[config.mk]
export PLATFORM = sky130hd
export DESIGN_NAME = jk_cmd_seq
export DESIGN_NICKNAME = d
export VERILOG_FILES = /design/src/rtl/jk_cmd_seq.sv
export SDC_FILE = /design/constraint.sdc
export NUM_CORES = 1
export LEC_CHECK = 0
export BUFFER_PORTS_ARGS = -buffer_cell sky130_fd_sc_hd__buf_2
export CORE_MARGIN = 8
export CORE_UTILIZATION = 62
export DETAILED_ROUTE_END_ITERATION = 8
export GPL_TIMING_DRIVEN = 0
export PLACE_DENSITY_LB_ADDON = 0.12
export REMOVE_ABC_BUFFERS = 1
export SYNTH_ARGS = -nofsm -noshare
export SYNTH_HDL_FRONTEND = slang
export SYNTH_SLANG_ARGS = --single-unit
export TNS_END_PERCENT = 30
[constraint.sdc]
create_clock -name clk -period 5 [get_ports clk]
set_clock_uncertainty 0.05 [all_clocks]
set_input_delay 0.75 -clock clk [delete_from_list [all_inputs] [get_ports clk]]
set_output_delay 0.75 -clock clk [all_outputs]
set_load 0.005 [all_outputs]
[src/rtl/jk_cmd_seq.sv]
// jk_cmd_seq: buffers {j,k} commands with a repeat length and plays each one out as a run
// of registered j/k drive cycles. It also keeps q_model, a cycle-exact shadow of the
// downstream JK flip-flop output.
//
// Ports:
//   clk         single clock, rising edge
//   reset       asynchronous active-low reset
//   cmd_valid   command present on cmd_op/cmd_len
//   cmd_ready   FIFO not full
//   cmd_op      {j,k}: 00 hold, 01 clear, 10 set, 11 toggle
//   cmd_len     drive cycles; 0 discards the command (done still pulses)
//   abort       synchronous flush, highest priority
//   j, k        registered drive to the downstream JK stage
//   q_model     expected downstream q
//   busy        driving, or commands buffered
//   done        one-cycle pulse at the end of each command
//   fifo_count  number of buffered commands
module jk_cmd_seq #(
  parameter int unsigned DEPTH = 4,
  parameter int unsigned CW    = 4
) (
  input  logic                     clk,
  input  logic                     reset,
  input  logic                     cmd_valid,
  output logic                     cmd_ready,
  input  logic [1:0]               cmd_op,
  input  logic [CW-1:0]            cmd_len,
  input  logic                     abort,
  output logic                     j,
  output logic                     k,
  output logic                     q_model,
  output logic                     busy,
  output logic                     done,
  output logic [$clog2(DEPTH):0]   fifo_count
);

  localparam int unsigned AW = $clog2(DEPTH);
  localparam logic [AW:0] FullCount = (AW + 1)'(DEPTH);

  typedef enum logic [0:0] {StIdle, StDrive} state_e;

  state_e          state_q, state_d;
  logic [AW:0]     wr_ptr_q, wr_ptr_d;
  logic [AW:0]     rd_ptr_q, rd_ptr_d;
  logic [CW-1:0]   rem_q, rem_d;
  logic [1:0]      jk_q, jk_d;
  logic            done_q, done_d;
  logic            q_q, q_d;

  logic [1:0]      op_mem  [DEPTH];
  logic [CW-1:0]   len_mem [DEPTH];

  logic            push, pop, fifo_empty;
  logic [1:0]      head_op;
  logic [CW-1:0]   head_len;

  // Extra pointer MSB separates full from empty.
  assign fifo_count = wr_ptr_q - rd_ptr_q;
  assign fifo_empty = (wr_ptr_q == rd_ptr_q);
  assign cmd_ready  = (fifo_count != FullCount);
  assign push       = cmd_valid && cmd_ready && !abort;
  assign head_op    = op_mem[rd_ptr_q[AW-1:0]];
  assign head_len   = len_mem[rd_ptr_q[AW-1:0]];

  assign j       = jk_q[1];
  assign k       = jk_q[0];
  assign q_model = q_q;
  assign done    = done_q;
  assign busy    = (state_q == StDrive) || !fifo_empty;

  always_comb begin
    state_d = state_q;
    rem_d   = rem_q;
    jk_d    = jk_q;
    done_d  = 1'b0;
    pop     = 1'b0;

    unique case (state_q)
      StIdle: pop = !fifo_empty;
      StDrive: begin
        if (rem_q != '0) begin
          rem_d = rem_q - CW'(1);
        end else begin
          // Last drive cycle: finish, and chain the next command with no bubble.
          done_d  = 1'b1;
          jk_d    = 2'b00;
          state_d = StIdle;
          pop     = !fifo_empty;
        end
      end
      default: state_d = StIdle;
    endcase

    if (pop) begin
      if (head_len != '0) begin
        jk_d    = head_op;
        rem_d   = head_len - CW'(1);
        state_d = StDrive;
      end else begin
        jk_d    = 2'b00;
        rem_d   = '0;
        done_d  = 1'b1;
        state_d = StIdle;
      end
    end

    if (abort) begin
      state_d = StIdle;
      rem_d   = '0;
      jk_d    = 2'b00;
      done_d  = 1'b0;
      pop     = 1'b0;
    end
  end

  always_comb begin
    wr_ptr_d = wr_ptr_q + {{AW{1'b0}}, push};
    rd_ptr_d = rd_ptr_q + {{AW{1'b0}}, pop};
    if (abort) begin
      wr_ptr_d = '0;
      rd_ptr_d = '0;
    end
  end

  // Shadow of the downstream flip-flop; abort leaves it running.
  always_comb begin
    q_d = q_q;
    unique case (jk_q)
      2'b01:   q_d = 1'b0;
      2'b10:   q_d = 1'b1;
      2'b11:   q_d = ~q_q;
      default: q_d = q_q;
    endcase
  end

  always_ff @(posedge clk or negedge reset) begin
    if (!reset) begin
      state_q  <= StIdle;
      wr_ptr_q <= '0;
      rd_ptr_q <= '0;
      rem_q    <= '0;
      jk_q     <= 2'b00;
      done_q   <= 1'b0;
      q_q      <= 1'b0;
    end else begin
      state_q  <= state_d;
      wr_ptr_q <= wr_ptr_d;
      rd_ptr_q <= rd_ptr_d;
      rem_q    <= rem_d;
      jk_q     <= jk_d;
      done_q   <= done_d;
      q_q      <= q_d;
    end
  end

  // Storage needs no reset: pointers define which entries are live.
  always_ff @(posedge clk) begin
    if (push) begin
      op_mem[wr_ptr_q[AW-1:0]]  <= cmd_op;
      len_mem[wr_ptr_q[AW-1:0]] <= cmd_len;
    end
  end

endmodule

* Yosys cells after proc, flatten, opt, wreduce, memory -nomap -nowiden
Memories as Yosys holds them, arrays and structs flattened.
Index checks and enable logic that the tools add are counted.
Widths: inputs -> output; s select.
** Word-level totals
- Bits in registers :: 15
- Bits in writable memories :: 24
- Input bits :: 10
- Output and inout bits :: 9
- Logic and storage cells :: 62
- Memories :: 2
** Operators by class
- $add $sub $neg :: 5
- Eq/ne operators :: 6
- Muxes and demuxes :: 28
- Bitwise gates (word level) :: 2
- Reduce and logical (&&, ||, !) cells :: 12
** Memory list
- len_mem :: depth 4, bits a word 4, read ports 1, clocked after Yosys merged registers in 0, wr ports 1, RTL line 51 : logic [CW-1:0] len_mem [DEPTH];
- op_mem :: depth 4, bits a word 2, read ports 1, clocked after Yosys merged registers in 0, wr ports 1, RTL line 50 : logic [1:0] op_mem [DEPTH];
** Operators with widths (number)
- $mux 4 :: 5
- $mux 1 :: 14
- $mux 2 :: 5
- $reduce_bool 3->1 :: 3
- $reduce_bool 4->1 :: 2
- $sub 4x1->4 const B :: 2
- $add 3x1->3 :: 2
- $mux 3 :: 2
- $eq 2x2->1 const B :: 2
- $reduce_and 2->1 :: 2
- $eq 3x3->1 :: 1
- $ne 3x2->1 const B :: 1
- $ne 3x3->1 const B :: 1
- $pmux 1 s3 :: 1
- $sub 3x3->3 :: 1
- $eq 2x1->1 const B :: 1
- $logic_and 1x1->1 :: 2
- $logic_not 1->1 :: 2
- $not 1->1 :: 2
- $pmux 1 s2 :: 1
- $logic_or 1x1->1 :: 1

* Logic depth before layout (Yosys ltp)
Gate-level depths: netlist (run 1).
- Word-level depth :: 7
- Gate-level depth with buffers :: 11
- Gate-level depth less buffers :: 11

* Worst setup path before layout (run 1)
OpenSTA, ideal clock, no wires.
- Path kind :: register to register
- From :: register wr_ptr_q[0]
- To :: memory len_mem[0][0], enable pin
- Setup time :: 0.377 ns
- Arrival time :: 2.145 ns
- Data required time :: 4.573 ns
- Slack :: 2.429 ns
- Stages on the path, launching flop included :: 8
- Path buffers :: 0
- Period minus slack after synthesis :: 2.571 ns
- Cells stage by stage :: dfrtp_1 inv_1 ha_1 fa_1 xor3_1 nand3_1 nand3b_1 nor3_1
** On the way
- Longest elaborated chain between the ends :: 6
** RTL lines
- start, declared :: RTL line 43 : logic [AW:0] wr_ptr_q, wr_ptr_d;
- start signal, assigned :: RTL line 147 : wr_ptr_q <= wr_ptr_d;
- $sub 3x3->3 :: RTL line 58 : assign fifo_count = wr_ptr_q - rd_ptr_q;
- net fifo_count[2] :: RTL line 34 : output logic [$clog2(DEPTH):0] fifo_count
- $ne 3x3->1 :: RTL line 60 : assign cmd_ready = (fifo_count != FullCount);
- net cmd_ready :: RTL line 25 : output logic cmd_ready,
- $logic_and 1x1->1 (2 in series) :: RTL line 61 : assign push = cmd_valid && cmd_ready && !abort;
- $mux 1 :: RTL line 158 : if (push) begin
- $mux 1 (not written as such) :: RTL line 160 : len_mem[wr_ptr_q[AW-1:0]] <= cmd_len;
- end, declared :: RTL line 51
The timed path passes the listed nets, and every way through them passes these cells.

* Worst setup path in the final report (run 1)
- From :: register rd_ptr_q[0]
- To :: memory len_mem[3][3], enable pin
** On the way
- Longest elaborated chain between the ends :: 6
** RTL lines
- start, declared :: RTL line 44 : logic [AW:0] rd_ptr_q, rd_ptr_d;
- start signal, assigned :: RTL line 148 : rd_ptr_q <= rd_ptr_d;
- $sub 3x3->3 :: RTL line 58
- $ne 3x3->1 :: RTL line 60
- $logic_and 1x1->1 (2 in series) :: RTL line 61
- $mux 1 :: RTL line 158
- $mux 1 (not written as such) :: RTL line 160
No other way between the ends.

==> results of run 1 <==
[per-stage QoR]
stage,utilization,hold WS (ps),worst slack (ps)
detailed placement,0.701,423,1970
floorplan,-,404,2360
global route,0.729,247,1690
CTS,0.729,240,1940
global placement,0.701,411,1940
finish,0.729,251,1990
[worst max-delay path, cell delays in order (launching register included)]
cell,delay (ps)
dfrtp_1,530
ha_1,260
fa_1,380
xor3_1,390
nand3_1,110
nand3b_1,170
nor3_1,750
[power by group]
group          switching, W  internal, W
logic              0.000181     0.000159
clock network     0.0000974     0.000105
registers         0.0000423     0.000387
[Yosys cell counts, types with 2 or more instances]
cell type and number:
edfxtp_1 24, dfrtp_1 15, nor2_1 5, inv_1 14, clkbuf_1 2, mux2i_1 2, mux4_1 4, nor3_1 8
ha_1 9, mux4_2 2, nand3b_1 3, o21ai_0 4, a21oi_1 8, nand3_1 4, xnor2_1 2, or2_2 2
nand2_1 2, xor2_1 2, nor2b_1 5
[layout by cell type, fill, tap and decap left out, drive strengths merged, types with 2 or more instances in the layout]
cell	netlist	routed
a21oi	8	8
buf	2	18
clkbuf	2	6
dfrtp	15	15
edfxtp	24	24
ha	9	9
inv	14	14
mux2i	2	2
mux4	6	6
nand2	2	2
nand3	4	4
nand3b	3	3
nor2	5	5
nor2b	5	5
nor3	8	8
o21ai	4	4
or2	2	2
or3b	2	2
xnor2	2	2
xor2	2	2
[logic make-up (layout without fill, tap and decap cells)]
group,count (synthesis),count (layout),synth area share
AND/OR/NAND/NOR,35,35,0.107
multiplexers,8,8,0.0923
adder cells (fa/ha/maj),10,10,0.0719
AO/OA/AOI/OAI,19,19,0.0617
flip-flops,39,39,0.594
buffers and inverters,18,40,0.0414
XOR/XNOR,5,5,0.0319
[final cells by class]
type                            instances  share of cell area
Sequential cell                        39               0.540
Multi-Input combinational cell         77               0.331
Timing Repair Buffer                   18              0.0444
Inverter                               14              0.0259
Clock buffer                            6              0.0204
Tap cell                               31              0.0191
Clock inverter                          2              0.0185
[registers in the layout, indices dropped and copies added (netlist names)]
signal,cells
done,1
jk_q,2
len_mem,16
op_mem,8
q_model,1
rd_ptr_q,3
rem_q,4
state_q,1
wr_ptr_q,3
[how the worst min path moves through the flow]
stage,start,endpoint,slack [ps],cells past startpoint
after floorplan,reset,done,400,0
after detailed placement,q_model,q_model,420,1
after global placement,q_model,q_model,410,1
after CTS,reset,wr_ptr_q[1],240,1
final,reset,rem_q[3],250,1
after global routing,reset,wr_ptr_q[1],250,1
[metal layers]
layer	up-vias	GRT usage
li1	536	-
met1	525	0.150
met5	-	0
met3	9	0.0488
met2	40	0.213
met4	0	0.0635
==> results.toml, run 1 <==
[global_routing]
grt_max_degree = 18
overflow = 0
grt_pass1_vias = 1133
antenna_found_initial = 0
grt_pass1_wl_um = 5230
gr-usage-all-layers = 0.131

[setup_path]
startpoint_type = "flip-flop"
reg2reg_to = "len_mem[3][3]"
cp-startpoint = "rd_ptr_q[0]"
path_class = "flip-flop to flip-flop"
crit_required_ps = 4910
cp_data_arrival_time_ps = 2920
r2r_start = "rd_ptr_q[0]"
crit_fanout = 8
critPathCapture = "len_mem[3][3]"
cp-end-kind = "flip-flop"
r2r_setup_slack_ps = 1990
r2r_cells = 6

[final_layout]
multi_input_area_um2 = 672
layout.filler_cells = 172
regArea_um2 = 1100
design_area_um2 = 2030
antenna_cells = 0
final_nets = 175
area_growth_pct = 9.97
final_cells = 187
drive_above_1_share = 0.192

[timing]
fin_crit_ps = 3010
max_freq_mhz = 332
period_share = 0.602
tns_ps = 0
rsz0062_at_grt = "false"
tightest_slew_ps = 919
finalHoldViolCount = 0
slew_viol_final = 0
max_slew_margin = 0.383
setup_viol = 0

[placed_design]
dp.cells = 179
gp_congestion = 0.880
placed_area_um2 = 1950
hpwlAfterDp_um = 2250
numPortBuffers = 18

[power]
vdd_drop_max_uv = 409
p_total_w = 0.000972
leakage_nw = 0.857
power.density_nw_per_um2 = 479

[route]
remaining_drc_errors = 0
drtIter0Drc = 81
drt-met1-wl_um = 1250
met3_length_um = 189
routed-via-count = 1110
drtAntennaViolNets = 0
wl_per_cell_um = 15.9
via_per_inst = 5.94
routed_wl_um = 2980
highest_layer = "met4"
drt_pass1_iterations = 4
wl_met2_um = 1490

[synthesis]
avgSynthCellArea_um2 = 13.8
syn_inst = 134
synth_cell_types = 36
synth_edf_count = 24
synth_top_area_frac = 0.391
synth_async_sr_flop_share = 0.385
synth_seq_cells = 39
ys_warn_count = 0
syn_area_um2 = 1840
synth_flop_cell = "edfxtp_1"
synth_top_area_cell = "edfxtp_1"
synth_area_leaders = "edfxtp_1 (39%), dfrtp_1 (20%), ha_1 (6.1%)"
yosysSeqAreaShare = 0.594

[min_path]
hp-class = "input pin to async pin"

[clock_network]
clock_sink_count = 39
clock_path_buffers = 2
clk_latency_ps = 340
clk_pin_slew_ps = 110
cts-root-buf = "clkbuf_4"
post_cts.repair.setup_buffers = 0
cts_tree = "done"
cts.htree.levels = 2
cts_made_buffers = 5
hold_buffers = 0
ctsResizeCount = 0

[floorplan]
core_area_um2 = 2780
initial_utilization = 0.663
ioPinCount = 19
die_area_um2 = 4980
die_w_um = 70.5
die-height_um = 70.5
std_cell_rows = 19

[run]
cap_violations = 0

[outcome]
status = "finished, final reports clean"
No activity file was read; power rests on OpenSTA's default activity.
==> inputs of run 2 (changes only) <==
--- a/config.mk
+++ b/config.mk
@@ -5,9 +5,10 @@
 export SDC_FILE = /design/constraint.sdc
 export NUM_CORES = 1
 export LEC_CHECK = 0
+export ABC_AREA = 1
 export BUFFER_PORTS_ARGS = -buffer_cell sky130_fd_sc_hd__buf_2
 export CORE_MARGIN = 8
-export CORE_UTILIZATION = 62
+export CORE_UTILIZATION = 52
 export DETAILED_ROUTE_END_ITERATION = 8
 export GPL_TIMING_DRIVEN = 0
 export PLACE_DENSITY_LB_ADDON = 0.12
==> constraint.sdc (replaced) <==
create_clock -name clk -period 2.7 [get_ports clk]
set_clock_uncertainty 0.05 [all_clocks]
set_input_delay 0.405 -clock clk [delete_from_list [all_inputs] [get_ports clk]]
set_output_delay 0.405 -clock clk [all_outputs]
set_load 0.005 [all_outputs]
==> run 2 against run 1 <==
Net effect:
- largest cell class unchanged
- fmax up 18%
- design area increased by 2.8%
- die area rose by 16%
- sequential power grew 80%
- core utilization shrank 11 points
- combinational power is 70% higher
- global-route usage down 1.2 points
- total power rose by 78%
- worst hold slack worse by 20 ps
- via count is 16% higher
- critical path type unchanged
- clock power rose by 87%
- highest routed layer unchanged
==> results.toml, run 2 <==
[outcome]
status = "finished, final reports clean"

[placed_design]
numPortBuffers = 18
gp_congestion = 0.815
placed_area_um2 = 1990
hpwlAfterDp_um = 2480

[final_layout]
largest_reg_flops = 16
final_nets = 232
layout_common_cells = "nand2_1 (49), edfxtp_1 (24), nor2_1 (19), nand3_1 (19), buf_2 (18)"
drive_above_1_share = 0.178
multi_input_area_um2 = 672
design_area_um2 = 2080
area_growth_pct = 11.5
antenna_cells = 0
final_common_cell = "nand2_1"
regArea_um2 = 1100
layout.filler_cells = 282

[timing]
rsz0062_at_grt = "false"
finalHoldViolCount = 0
fin_crit_ps = 2550
setup_viol = 0
tns_ps = 0
tightest_slew_ps = 652
slew_viol_final = 0
max_slew_margin = 0.564
max_freq_mhz = 392
period_share = 0.944

[route]
remaining_drc_errors = 0
via_per_inst = 4.98
routed-via-count = 1289
drtAntennaViolNets = 0
drt_pass1_iterations = 4
wl_per_cell_um = 12.8
drtIter0Drc = 54
routed_wl_um = 3310

[synthesis]
synth_flop_cell = "edfxtp_1"
synth_top_area_frac = 0.386
synth_top_area_cell = "edfxtp_1"
synth_commonest_cells = "nand2_1 (49), edfxtp_1 (24), nand3_1 (19), nor2_1 (19), inv_1 (17)"
ys_warn_count = 0
avgSynthCellArea_um2 = 9.89
synth_most_common_cell = "nand2_1"
synth_seq_cells = 39
synth_cell_types = 24
syn_area_um2 = 1870
synth_async_sr_flop_share = 0.385
synth_edf_count = 24
synth_area_leaders = "edfxtp_1 (39%), dfrtp_1 (20%), nand2_1 (9.8%)"
syn_inst = 189
yosysSeqAreaShare = 0.586

[clock_network]
clk_latency_ps = 330
clk_pin_slew_ps = 120
post_cts.repair.setup_buffers = 0
cts.htree.levels = 2
cts_tree = "done"
clock_path_buffers = 2
cts-root-buf = "clkbuf_4"
cts_made_buffers = 5
clock_sink_count = 39

[power]
swShare = 0.349
seq_power_share = 0.447
leakage_nw = 0.959
vdd_drop_max_uv = 599
power.density_nw_per_um2 = 829
p_int_w = 0.00113
comb_power_share = 0.334
p_sw_w = 0.000603
p_clk_frac = 0.219

[global_routing]
overflow = 0
antenna_found_initial = 0
grt_max_degree = 16
gr-usage-all-layers = 0.119
grt_pass1_wl_um = 5640
grt_pass1_vias = 1268

[setup_path]
cp-end-kind = "flip-flop"
crit_fanout = 15
cp_data_arrival_time_ps = 2470
path_class = "flip-flop to flip-flop"
startpoint_type = "flip-flop"
crit_required_ps = 2620

[floorplan]
std_cell_rows = 21
core_area_um2 = 3390
die_area_um2 = 5770
die-height_um = 76.0
initial_utilization = 0.551
die_w_um = 76.0
ioPinCount = 19

[run]
cap_violations = 0

[min_path]
hp-class = "input pin to flip-flop"
-- run 2: per-stage QoR --
stage | hold slack (ps) | std cells | total power [W] | util | worst slack (ps)
after detailed placement | 286 | 250 | 0.00137 | 0.588 | 20.9
after floorplan | 59.4 | 186 | 0.00119 | - | 328
final | 231 | 259 | 0.00173 | 0.615 | 150
after global placement | 273 | 250 | 0.00135 | 0.588 | 93.0
after CTS | 223 | 259 | 0.00175 | 0.615 | 17.2
after global routing | 210 | 259 | 0.00186 | 0.615 | 14.2
-- run 2: layer usage --
| layer | vias up | part of all wire | GRT usage |
|---|---|---|---|
| met5 | - | 0 | 0 |
| met4 | 0 | 0.021 | 0.0471 |
| met3 | 6 | 0.032 | 0.0330 |
| met2 | 20 | 0.51 | 0.203 |
| met1 | 598 | 0.44 | 0.136 |
| li1 | 665 | - | - |
-- run 2: cell families (layout without fill, tap and decap cells) --
group,Yosys count,after routing,share of synthesized area
AO/OA/AOI/OAI,16,16,0.0462
XOR/XNOR,4,4,0.0187
adder cells (fa/ha/maj),10,10,0.0710
buffers and inverters,24,48,0.0542
flip-flops,39,39,0.586
AND/OR/NAND/NOR,96,96,0.224
-- run 2: worst paths after layout --
path,slack (ps),from,to,cells after the start
worst min-delay path,230,cmd_len[3],len_mem[3][3],1
worst max-delay path,150,rd_ptr_q[0],op_mem[1][0],6
max in group asynchronous,1880,reset,rd_ptr_q[0],2
worst min register to register,420,q_model,q_model,1
worst max register to register,150,rd_ptr_q[0],op_mem[1][0],6
min in group asynchronous,450,reset,state_q,2
-- run 2: repair_timing --
action,in CTS,in global routing
endpoints found under the hold margin,15,0
hold buffers,1,0
resized for setup,0,1
setup endpoints to repair,0,25
-- run 2: critical path: stages, from the launching register on --
cell and delay, ps:
dfrtp_2 540, ha_1 250, fa_1 380, xor2_1 180
nand3_1 90, nand3_1 160, nor2_1 550
-- run 2: layout make-up --
class	instances	area share
Sequential cell	39	0.526
Clock buffer	6	0.0198
Timing Repair Buffer	19	0.0480
Inverter	21	0.0378
Tap cell	46	0.0276
Clock inverter	2	0.0180
Multi-Input combinational cell	126	0.322
-- run 2: power groups by stage --
| stage | registers, W | clock network, W | logic (W) |
|---|---|---|---|
| after floorplan | 0.000772 | 0 | 0.000420 |
| after global placement | 0.000783 | 0 | 0.000565 |
| after detailed placement | 0.000787 | 0 | 0.000581 |
| after CTS | 0.000774 | 0.000386 | 0.000588 |
| after global routing | 0.000785 | 0.000408 | 0.000667 |
| final | 0.000773 | 0.000379 | 0.000577 |
==> inputs of run 3 (changes only) <==
--- a/config.mk
+++ b/config.mk
@@ -12,6 +12,7 @@
 export DETAILED_ROUTE_END_ITERATION = 8
 export GPL_TIMING_DRIVEN = 0
 export PLACE_DENSITY_LB_ADDON = 0.12
+export RECOVER_POWER = 25
 export REMOVE_ABC_BUFFERS = 1
 export SYNTH_ARGS = -nofsm -noshare
 export SYNTH_HDL_FRONTEND = slang
==> run 3 against run 2 <==
Net effect:
- sequential share of layout area increased by 0.19 points
- critical path depth unchanged
- total power about the same
- worst hold slack improved by 44 ps
- first-iteration DRC count decreased by 3.7%
- fmax decreased by 0.20%
- global-route usage unchanged
- sequential power about the same
- critical endpoint unchanged
- largest cell class unchanged
==> results.toml, run 3 (synthesis results as in run 2) <==
[outcome]
status = "finished, final reports clean"

[floorplan]
std_cell_rows = 21
initial_utilization = 0.551
die-height_um = 76.0
ioPinCount = 19
die_w_um = 76.0
die_area_um2 = 5770
core_area_um2 = 3390

[final_layout]
layout.filler_cells = 284
drive_above_1_share = 0.150
regArea_um2 = 1100
final_common_cell = "nand2_1"
largest_reg_flops = 16
layout_common_cells = "nand2_1 (49), edfxtp_1 (24), nor2_1 (19), nand3_1 (19), inv_1 (17)"
area_growth_pct = 11.1
utilization = 0.613
antenna_cells = 0
final_cells = 259
multi_input_area_um2 = 672
final_nets = 232

[timing]
slew_viol_final = 0
max_freq_mhz = 391
tns_ps = 0
max_slew_margin = 0.560
rsz0062_at_grt = "false"
period_share = 0.946
setup_viol = 0
finalHoldViolCount = 0
tightest_slew_ps = 658
hold_ws_ps = 275
fin_crit_ps = 2560

[placed_design]
numPortBuffers = 18
hpwlAfterDp_um = 2480
dp.cells = 250
gp_congestion = 0.815

[power]
p_total_w = 0.00173
vdd_drop_max_uv = 587
power.density_nw_per_um2 = 832
leakage_nw = 0.942

[global_routing]
grt_max_degree = 16
antenna_found_initial = 0
grt_pass1_wl_um = 5640
overflow = 0
gr-usage-all-layers = 0.119
grt_pass1_vias = 1268

[clock_network]
clock_sink_count = 39
cts_tree = "done"
cts-root-buf = "clkbuf_4"
clk_pin_slew_ps = 120
clock_path_buffers = 2
clk_latency_ps = 330
cts_made_buffers = 5
cts.htree.levels = 2

[setup_path]
cp_slowest_stage_delay_ps = 550
path_cells = "ha_1 -> fa_1 -> xor2_1 -> nand3_1 -> nand3_1 -> nor2_1"
cp-end-kind = "flip-flop"
crit_required_ps = 2620
crit_fanout = 15
worst-path-buf-inv = 0
cpMostUsedCell = "nand3_1"
cpMaxStageDelayCell = "nor2_1"
startpoint_type = "flip-flop"
path_class = "flip-flop to flip-flop"
cp_data_arrival_time_ps = 2480
cp_top_family = "simple AND/OR/NAND/NOR gates"

[route]
routed_wl_um = 3320
wl_per_cell_um = 12.8
remaining_drc_errors = 0
drt_pass1_iterations = 4
drtIter0Drc = 52
via_per_inst = 4.99
drtAntennaViolNets = 0
routed-via-count = 1293

[min_path]
hp-class = "input pin to flip-flop"

[run]
cap_violations = 0
-- run 3: cell count changes in the layout (fill, tap and decap cells not counted) --
cell	change
buf_2	-6
clkbuf_1	+6
-- run 3: layout make-up --
cell class                      count  share of cell area
Tap cell                           46              0.0277
Sequential cell                    39               0.528
Timing Repair Buffer               19              0.0446
Multi-Input combinational cell    126               0.323
Clock inverter                      2              0.0181
Clock buffer                        6              0.0199
Inverter                           21              0.0380
-- run 3: per-layer routing --
layer  wire length, um  GRT usage  share of wire
met5                 0          0              0
met4                68     0.0471          0.021
met3               114     0.0330          0.034
met2              1680      0.203           0.51
met1              1450      0.136           0.44
-- run 3: worst register-to-register path: stages, from the launching register on --
cell and delay, ps:
dfrtp_2 540, ha_1 250, fa_1 380, xor2_1 180, nand3_1 90, nand3_1 160
nor2_1 560
-- run 3: timing repair --
item                                   in CTS  in global routing
endpoints found under the hold margin      15                  0
setup endpoints to repair                   0                 25
hold buffers                                1                  0
resized for setup                           0                  1
setup buffers                               0                  0
-- run 3: worst paths after layout --
check                      slack (ps)        start  cells past startpoint       endpoint
setup / recovery                  140  rd_ptr_q[0]                      6   op_mem[1][0]
hold / removal                    270   cmd_len[0]                      1  len_mem[1][0]
setup reg to reg                  140  rd_ptr_q[0]                      6   op_mem[1][0]
hold reg to reg                   420      q_model                      1        q_model
max in group asynchronous        1880        reset                      2    rd_ptr_q[0]
min in group asynchronous         450        reset                      2        state_q
-- run 3: stage by stage --
stage	instance area (um2)	worst slack, ps
floorplan	1850	328
global placement	1990	93.0
detailed placement	1990	20.9
CTS	2080	17.2
global route	2080	14.2
finish	2080	145
-- run 3: power breakdown --
group          switching (W)  internal (W)  leakage, nW
Sequential         0.0000676      0.000705        0.418
Combinational       0.000352      0.000224        0.486
Clock               0.000183      0.000195       0.0385
